==> config.mk <==
export PLATFORM = sky130hd
export DESIGN_NAME = uart_rx_fifo_core_flat
export DESIGN_NICKNAME = d
export VERILOG_FILES = /design/src/rtl/uart_pkg.sv /design/src/rtl/uart_rx_fifo_core_if.sv /design/src/rtl/uart_rx_fifo.sv /design/src/rtl/uart_rx_fifo_core.sv /design/src/flat_wrapper.sv
export SDC_FILE = /design/constraint.sdc
export NUM_CORES = 1
export LEC_CHECK = 0
export ABC_AREA = 1
export CORE_UTILIZATION = 61
export CTS_CLUSTER_DIAMETER = 30
export CTS_CLUSTER_SIZE = 25
export DETAILED_ROUTE_END_ITERATION = 7
export GPL_TIMING_DRIVEN = 0
export PLACE_DENSITY = 0.83
export RECOVER_POWER = 50
export SYNTH_ARGS = -nofsm -noshare
export SYNTH_HDL_FRONTEND = slang
export SYNTH_HIERARCHICAL = 1
export SYNTH_SLANG_ARGS = --single-unit
==> constraint.sdc <==
create_clock -name clk -period 3.95 [get_ports clk]
set_input_delay 1.185 -clock clk [delete_from_list [all_inputs] [get_ports clk]]
set_output_delay 1.185 -clock clk [all_outputs]
set_load 0.02 [all_outputs]
==> src/rtl/uart_pkg.sv <==
// Shared types for the UART receiver: FSM states, FIFO entry layout, width decode.
package uart_pkg;

  typedef enum logic [2:0] {
    ST_IDLE,
    ST_START,
    ST_DATA,
    ST_PARITY,
    ST_STOP,
    ST_WAIT_IDLE
  } rx_state_e;

  // One received character as stored in the FIFO, MSB first: {break, frame_err, parity_err, data}
  typedef struct packed {
    logic       brk;
    logic       frame_err;
    logic       parity_err;
    logic [7:0] data;
  } rx_entry_t;

  localparam int ENTRY_W = $bits(rx_entry_t);

  localparam logic [1:0] DBN_5 = 2'b00;
  localparam logic [1:0] DBN_6 = 2'b01;
  localparam logic [1:0] DBN_7 = 2'b10;
  localparam logic [1:0] DBN_8 = 2'b11;

  // Index of the last data bit for a given width code.
  function automatic logic [2:0] data_bits_m1(input logic [1:0] dbn);
    case (dbn)
      DBN_5:   return 3'd4;
      DBN_6:   return 3'd5;
      DBN_7:   return 3'd6;
      default: return 3'd7;
    endcase
  endfunction

endpackage

==> src/rtl/uart_rx_fifo_core_if.sv <==
// Read-side bus of the receiver: FIFO pop, head entry, status and flow control.
interface uart_rx_fifo_core_if #(
  parameter int LVL_W = 5
);
  logic             rd_en_i;
  logic [7:0]       data_o;
  logic             parity_err_o;
  logic             frame_err_o;
  logic             break_o;
  logic             empty_o;
  logic             full_o;
  logic [LVL_W-1:0] level_o;
  logic             overrun_o;
  logic             rts_no;

  // Receiver side
  modport master (
    input  rd_en_i,
    output data_o, parity_err_o, frame_err_o, break_o,
    output empty_o, full_o, level_o, overrun_o, rts_no
  );

  // Consumer side
  modport slave (
    output rd_en_i,
    input  data_o, parity_err_o, frame_err_o, break_o,
    input  empty_o, full_o, level_o, overrun_o, rts_no
  );
endinterface

==> src/rtl/uart_rx_fifo.sv <==
// Receive FIFO: pointer pair with wrap bit, zero head when empty, overrun pulse on dropped write.
module uart_rx_fifo #(
  parameter int DEPTH = 16,
  parameter int WIDTH = 11
) (
  input  logic                   clk,
  input  logic                   reset,
  input  logic                   wr_en,
  input  logic [WIDTH-1:0]       wr_data,
  input  logic                   rd_en,
  output logic [WIDTH-1:0]       rd_data,
  output logic                   empty,
  output logic                   full,
  output logic [$clog2(DEPTH):0] level,
  output logic                   overrun
);
  localparam int AW = $clog2(DEPTH);

  logic [WIDTH-1:0] mem [DEPTH];
  logic [AW:0]      wp_q, rp_q;
  logic             ovr_q;
  logic             do_rd, do_wr;

  assign level   = wp_q - rp_q;
  assign empty   = (level == '0);
  assign full    = (level == (AW+1)'(DEPTH));
  assign do_rd   = rd_en & ~empty;
  // A pop in the same cycle frees the slot, so a write while full still lands.
  assign do_wr   = wr_en & (~full | do_rd);
  assign rd_data = empty ? '0 : mem[rp_q[AW-1:0]];
  assign overrun = ovr_q;

  // Pointer and overrun bookkeeping
  always_ff @(posedge clk) begin
    if (reset) begin
      wp_q  <= '0;
      rp_q  <= '0;
      ovr_q <= 1'b0;
    end else begin
      if (do_wr) wp_q <= wp_q + 1'b1;
      if (do_rd) rp_q <= rp_q + 1'b1;
      ovr_q <= wr_en & ~do_wr;
    end
  end

  // Storage array, no reset needed: empty masks stale contents
  always_ff @(posedge clk) begin
    if (do_wr) mem[wp_q[AW-1:0]] <= wr_data;
  end

endmodule

==> src/rtl/uart_rx_fifo_core.sv <==
// UART receiver: oversampled majority-vote framing into a status-tagged receive FIFO.
module uart_rx_fifo_core
  import uart_pkg::*;
#(
  parameter int OVERSAMPLE    = 16,
  parameter int FIFO_DEPTH    = 16,
  parameter int RTS_THRESHOLD = 12
) (
  input  logic                clk,
  input  logic                reset,
  input  logic                rx_en_i,
  input  logic                tick_i,
  input  logic                rx_i,
  input  logic [1:0]          data_bit_num_i,
  input  logic                parity_en_i,
  input  logic                parity_type_i,
  input  logic                stop_bit_num_i,
  uart_rx_fifo_core_if.master rd
);
  localparam int CW = $clog2(OVERSAMPLE);
  localparam int LW = $clog2(FIFO_DEPTH) + 1;
  localparam logic [CW-1:0] C_S0  = CW'(OVERSAMPLE/2 - 1);
  localparam logic [CW-1:0] C_S1  = CW'(OVERSAMPLE/2);
  localparam logic [CW-1:0] C_MID = CW'(OVERSAMPLE/2 + 1);
  localparam logic [CW-1:0] C_END = CW'(OVERSAMPLE - 1);

  rx_state_e state_q, state_d;

  logic          rx_m, rx_s, rx_d, fall;
  logic [CW-1:0] cnt_q;
  logic [1:0]    smp_q;
  logic          at_mid, at_end, maj, last_mid, brk;
  logic [2:0]    bit_idx_q, nbits_m1_q;
  logic          par_en_q, par_type_q, two_stop_q, stop_idx_q;
  logic [7:0]    data_q;
  logic          perr_q, ferr_q, zero_q;
  logic          wr_en;
  rx_entry_t     wr_entry, head;
  logic [LW-1:0] level;
  logic          rts_q;

  assign fall     = rx_d & ~rx_s;
  assign at_mid   = tick_i && (cnt_q == C_MID);
  assign at_end   = tick_i && (cnt_q == C_END);
  // Third sample is the live line at the mid tick; the first two were captured earlier.
  assign maj      = (smp_q[0] & smp_q[1]) | (smp_q[0] & rx_s) | (smp_q[1] & rx_s);
  assign last_mid = at_mid && (stop_idx_q == two_stop_q);
  // In the second stop bit zero_q already includes the first stop bit.
  assign brk      = zero_q & (stop_idx_q | ~maj);

  // Two-flop synchronizer plus previous value for edge detect; idles high
  always_ff @(posedge clk) begin
    if (reset) begin
      rx_m <= 1'b1;
      rx_s <= 1'b1;
      rx_d <= 1'b1;
    end else begin
      rx_m <= rx_i;
      rx_s <= rx_m;
      rx_d <= rx_s;
    end
  end

  // FSM state register
  always_ff @(posedge clk) begin
    if (reset) state_q <= ST_IDLE;
    else       state_q <= state_d;
  end

  // FSM next state; disabling the receiver aborts any frame in flight
  always_comb begin
    state_d = state_q;
    case (state_q)
      ST_IDLE:      if (fall) state_d = ST_START;
      ST_START:     if (at_mid && maj) state_d = ST_IDLE;
                    else if (at_end) state_d = ST_DATA;
      ST_DATA:      if (at_end && bit_idx_q == nbits_m1_q)
                      state_d = par_en_q ? ST_PARITY : ST_STOP;
      ST_PARITY:    if (at_end) state_d = ST_STOP;
      ST_STOP:      if (last_mid) state_d = brk ? ST_WAIT_IDLE : ST_IDLE;
      ST_WAIT_IDLE: if (rx_s) state_d = ST_IDLE;
      default:      state_d = ST_IDLE;
    endcase
    if (!rx_en_i) state_d = ST_IDLE;
  end

  // FSM outputs: push the finished entry on the final stop-bit sample
  always_comb begin
    wr_en    = 1'b0;
    wr_entry = '0;
    if (state_q == ST_STOP && last_mid && rx_en_i) begin
      wr_en               = 1'b1;
      wr_entry.brk        = brk;
      wr_entry.frame_err  = ferr_q | ~maj;
      wr_entry.parity_err = perr_q;
      wr_entry.data       = data_q;
    end
  end

  // Bit timing, sampling and frame assembly
  always_ff @(posedge clk) begin
    if (reset) begin
      cnt_q      <= '0;
      smp_q      <= '0;
      bit_idx_q  <= '0;
      nbits_m1_q <= '0;
      par_en_q   <= 1'b0;
      par_type_q <= 1'b0;
      two_stop_q <= 1'b0;
      stop_idx_q <= 1'b0;
      data_q     <= '0;
      perr_q     <= 1'b0;
      ferr_q     <= 1'b0;
      zero_q     <= 1'b0;
    end else begin
      // Held at zero in IDLE so counting starts fresh at the start edge
      if (state_q == ST_IDLE) cnt_q <= '0;
      else if (tick_i)        cnt_q <= cnt_q + 1'b1;
      if (tick_i && cnt_q == C_S0) smp_q[0] <= rx_s;
      if (tick_i && cnt_q == C_S1) smp_q[1] <= rx_s;
      case (state_q)
        ST_START: if (at_mid && !maj) begin
          nbits_m1_q <= data_bits_m1(data_bit_num_i);
          par_en_q   <= parity_en_i;
          par_type_q <= parity_type_i;
          two_stop_q <= stop_bit_num_i;
          bit_idx_q  <= '0;
          stop_idx_q <= 1'b0;
          data_q     <= '0;
          perr_q     <= 1'b0;
          ferr_q     <= 1'b0;
          zero_q     <= 1'b1;
        end
        ST_DATA: begin
          if (at_mid) begin
            data_q[bit_idx_q] <= maj;
            zero_q            <= zero_q & ~maj;
          end
          if (at_end) bit_idx_q <= bit_idx_q + 1'b1;
        end
        ST_PARITY: if (at_mid) begin
          // Even: error when data^parity is 1; odd: error when it is 0
          perr_q <= (^data_q) ^ maj ^ par_type_q;
          zero_q <= zero_q & ~maj;
        end
        ST_STOP: begin
          if (at_mid) begin
            ferr_q <= ferr_q | ~maj;
            if (!stop_idx_q) zero_q <= zero_q & ~maj;
          end
          if (at_end) stop_idx_q <= 1'b1;
        end
        default: ;
      endcase
    end
  end

  uart_rx_fifo #(
    .DEPTH (FIFO_DEPTH),
    .WIDTH (ENTRY_W)
  ) u_fifo (
    .clk     (clk),
    .reset   (reset),
    .wr_en   (wr_en),
    .wr_data (wr_entry),
    .rd_en   (rd.rd_en_i),
    .rd_data (head),
    .empty   (rd.empty_o),
    .full    (rd.full_o),
    .level   (level),
    .overrun (rd.overrun_o)
  );

  // Flow control: deassert request-to-send once the FIFO reaches the threshold
  always_ff @(posedge clk) begin
    if (reset) rts_q <= 1'b0;
    else       rts_q <= (level >= LW'(RTS_THRESHOLD));
  end

  assign rd.level_o      = level;
  assign rd.rts_no       = rts_q;
  assign rd.data_o       = head.data;
  assign rd.parity_err_o = head.parity_err;
  assign rd.frame_err_o  = head.frame_err;
  assign rd.break_o      = head.brk;

endmodule

==> src/flat_wrapper.sv <==
// flat-port wrapper written by rule: the top's interface ports become plain ports
module uart_rx_fifo_core_flat import uart_pkg::*;
#(
  parameter int OVERSAMPLE    = 16,
  parameter int FIFO_DEPTH    = 16,
  parameter int RTS_THRESHOLD = 12
)
  (clk, reset, rx_en_i, tick_i, rx_i, data_bit_num_i, parity_en_i, parity_type_i, stop_bit_num_i, rd_rd_en_i, rd_data_o, rd_parity_err_o, rd_frame_err_o, rd_break_o, rd_empty_o, rd_full_o, rd_level_o, rd_overrun_o, rd_rts_no);
  uart_rx_fifo_core_if rd_i ();
  input  logic clk;
  input  logic reset;
  input  logic rx_en_i;
  input  logic tick_i;
  input  logic rx_i;
  input  logic [1:0] data_bit_num_i;
  input  logic parity_en_i;
  input  logic parity_type_i;
  input  logic stop_bit_num_i;
  input wire logic [$bits(rd_i.rd_en_i)-1:0] rd_rd_en_i;
  output wire logic [$bits(rd_i.data_o)-1:0] rd_data_o;
  output wire logic [$bits(rd_i.parity_err_o)-1:0] rd_parity_err_o;
  output wire logic [$bits(rd_i.frame_err_o)-1:0] rd_frame_err_o;
  output wire logic [$bits(rd_i.break_o)-1:0] rd_break_o;
  output wire logic [$bits(rd_i.empty_o)-1:0] rd_empty_o;
  output wire logic [$bits(rd_i.full_o)-1:0] rd_full_o;
  output wire logic [$bits(rd_i.level_o)-1:0] rd_level_o;
  output wire logic [$bits(rd_i.overrun_o)-1:0] rd_overrun_o;
  output wire logic [$bits(rd_i.rts_no)-1:0] rd_rts_no;
  assign rd_i.rd_en_i = rd_rd_en_i;
  assign rd_data_o = rd_i.data_o;
  assign rd_parity_err_o = rd_i.parity_err_o;
  assign rd_frame_err_o = rd_i.frame_err_o;
  assign rd_break_o = rd_i.break_o;
  assign rd_empty_o = rd_i.empty_o;
  assign rd_full_o = rd_i.full_o;
  assign rd_level_o = rd_i.level_o;
  assign rd_overrun_o = rd_i.overrun_o;
  assign rd_rts_no = rd_i.rts_no;
  uart_rx_fifo_core #(.OVERSAMPLE(OVERSAMPLE), .FIFO_DEPTH(FIFO_DEPTH), .RTS_THRESHOLD(RTS_THRESHOLD)) u_core (.clk(clk), .reset(reset), .rx_en_i(rx_en_i), .tick_i(tick_i), .rx_i(rx_i), .data_bit_num_i(data_bit_num_i), .parity_en_i(parity_en_i), .parity_type_i(parity_type_i), .stop_bit_num_i(stop_bit_num_i), .rd(rd_i));
endmodule
==> impl_metrics.ini <==
[final_layout]
diodes = 0
final_cell_mix = 261 x nand2_1, 176 x edfxtp_1, 105 x nand3_1
multi_input_area_sq_um = 3370
mostFrequentLayoutCell = nand2_1
area_growth_pct = 21.6
fillers = 962
nNetsFinal = 1097
fin_cells = 1318
fin_area_sq_um = 12200
seqCellArea_sq_um = 6270
layout-drive-gt1-share_pct = 17.2

[setup_path]
worstPathRequired_ns = 2.76
slowest_stage = fa_2
path_buf_inv = 5
critPathKind = flop to primary output
startpoint_type = flop
crit_family = buffers and inverters
critPathMaxFanout = 5
rrSetupSlack_ns = 0.36
cp.arrival_ns = 2.77
slowest_delay_ns = 0.36
endpoint_kind = primary output
crit_chain = inv_2 > ha_2 > inv_2 > fa_2 > buf_4 > xor2_4 > nor2_4 > nand3_4 > clkbuf_16 > nand2_1 > a31oi_2 > buf_4

[placed_design]
place_inst = 1240
port_buffers = 28
hpwlAfterDp_microns = 15900
placed_area_sq_um = 10700
gp_congestion = 0.924

[routing]
drc_errors = 0
num_vias = 8046
viasPerCell = 6.10
wl_microns = 27200
drtIter0Drc = 893
ant_nets = 0
avgRoutedWirePerCell_microns = 20.7
firstDrtPassIters = 8

[timing]
min_period_over_period_pct = 100
fin_crit_ns = 3.95
finClkSkew_ns = 0.0209
slew_headroom_pct = 2.11
fmax_ghz = 0.253
hold_viol = 0
worst_slack_ns = -0.00414
worst_slew_pin_slew_ns = 1.46
setup_violations = 1
slew_violations = 0

[clock_network]
htreeDepth = 2
cts_buffers = 39
clk_latency_ns = 0.52
clk_transition_reported_paths_ns = 0.05
cts-root-buf = clkbuf_16
holdBufCountCts = 0
cts_tree = done
clock_sinks = 225
cts_buffer_depth = 3

[floorplan]
core_area_sq_um = 15900
die_h_microns = 130
start_util_pct = 62.8
ioPinCount = 31
die_w_microns = 130
dieArea_sq_um = 16900
num_rows = 46

[grt]
grt_pass1_vias = 7890
grt_use_total_pct = 32.6
antenna_found_initial = 0
grt_max_degree = 17
grt-ovfl-total = 0
grt_pass1_wl_microns = 40500

[power_and_ir_drop]
peakVddDrop_v = 0.000378
leakage_nw = 4.45
powerDensity_nw_per_um2 = 572

[synth]
yosys_warnings = 6
yosys_most_used_dff = edfxtp_1
ys_seq_area_share_pct = 62.6
synth_edf_count = 176
syn_nets = 1009
synth.distinct_cells = 51
avgSynthCellArea_sq_um = 10.2
async_flop_share_pct = 0
ys_seq_elements = 225
synth_area_sq_um = 10000
netlist_instances = 984

[outcome]
outcome = finished, violations left
violations = negative setup slack

[min_path]
hold_path.class = flop to flop

[run]
drv_cap = 0
power by group:
| group | internal, mW | total, mW | switching (mW) |
|---|---|---|---|
| Combinational | 0.354 | 1.06 | 0.708 |
| Clock | 2.14 | 3.34 | 1.20 |
| Sequential | 2.54 | 2.55 | 0.0175 |
cells in the mapped netlist (2+ instances only):
master	count	area (sq um)
a21oi_1	78	390
a21oi_2	4	35.0
a22oi_1	16	120
a31oi_1	11	68.8
buf_1	3	11.3
buf_2	14	70.1
buf_4	4	30.0
buf_6	2	22.5
buf_8	2	30.0
clkbuf_1	22	82.6
dfxtp_1	49	981
edfxtp_1	176	5290
ha_1	13	163
inv_1	57	214
inv_2	7	26.3
nand2_1	263	987
nand2_2	9	56.3
nand2_4	2	22.5
nand3_1	106	531
nand3b_1	2	15.0
nand4_1	3	18.8
nand4_4	2	42.5
nor2_1	49	184
nor2_2	4	25.0
nor3_1	25	125
nor4_1	2	12.5
o211ai_1	3	22.5
o21ai_0	16	80.1
o22ai_1	3	18.8
or2_0	4	25.0
or2_2	4	25.0
xnor2_1	5	43.8
xor2_1	6	52.6
stage by stage:
stage	setup TNS (ns)	power (mW)	setup WS (ns)	util (%)	hold slack (ns)
after CTS	0	6.89	0.00673	75.6	0.429
final	-0.00414	6.95	-0.00414	76.3	0.422
after floorplan	0	3.23	0.454	-	0.389
after global placement	-63.87	3.52	-0.477	66.2	0.396
after detailed placement	-6.18	3.54	-0.158	67.4	0.398
after global routing	-0.0938	7.16	-0.0533	76.3	0.450
final timing paths:
kind,startpoint,endpoint,cells after the start
max,u_core/u_fifo/wp_q[0],rd_data_o[5],12
min,u_core/rx_m,u_core/rx_s,1
max reg2reg,u_core/cnt_q[1],u_core/u_fifo/mem[11][2],9
min reg2reg,u_core/rx_m,u_core/rx_s,1
area by class of cell:
class | instances | share of cell area (%)
flip-flops and latches | 225 | 51.5
multi-input cells | 644 | 27.7
clock buffers | 41 | 8.26
repair buffers | 47 | 3.49
clock inverters | 30 | 2.57
well taps | 216 | 2.22
inverters | 67 | 2.10
plain buffers | 48 | 2.09
logic make-up (layout without fill, tap and decap cells):
group	Yosys count	in the layout	share of synthesized area, %
AOI/OAI and AO/OA	137	137	7.92
xor gates and xnor gates	12	12	1.13
adders and majority gates	14	14	1.83
buffers and inverters	115	233	5.07
DFF	225	225	62.6
and+or+nand+nor	481	481	21.4
layer usage:
layer | wire [microns] | vias up | share of wire [%] | global-route usage (%)
met2 | 13500 | 550 | 50 | 55.5
met4 | 1230 | 0 | 4.5 | 16.6
li1 | - | 3591 | - | -
met5 | 0 | - | 0 | 0
met3 | 2840 | 100 | 10 | 7.01
met1 | 9670 | 3805 | 36 | 39.1
flip-flops by register name (all words and copies together) (netlist names), 2 cells and up, named ones only:
| register | cells |
|---|---|
| u_core/u_fifo/wp_q | 5 |
| u_core/u_fifo/rp_q | 5 |
| u_core/nbits_m1_q | 3 |
| u_core/u_fifo/mem | 176 |
| u_core/bit_idx_q | 3 |
| u_core/smp_q | 2 |
| u_core/cnt_q | 4 |
| u_core/state_q | 3 |
| u_core/data_q | 8 |
repair_timing:
item	4_1_cts	5_1_grt
gates cloned	0	1
pin swaps	2	3
endpoints found under the setup margin	13	13
resized for setup	60	24
setup buffers	2	4
Note: power is estimated with default switching activity, not from simulation.
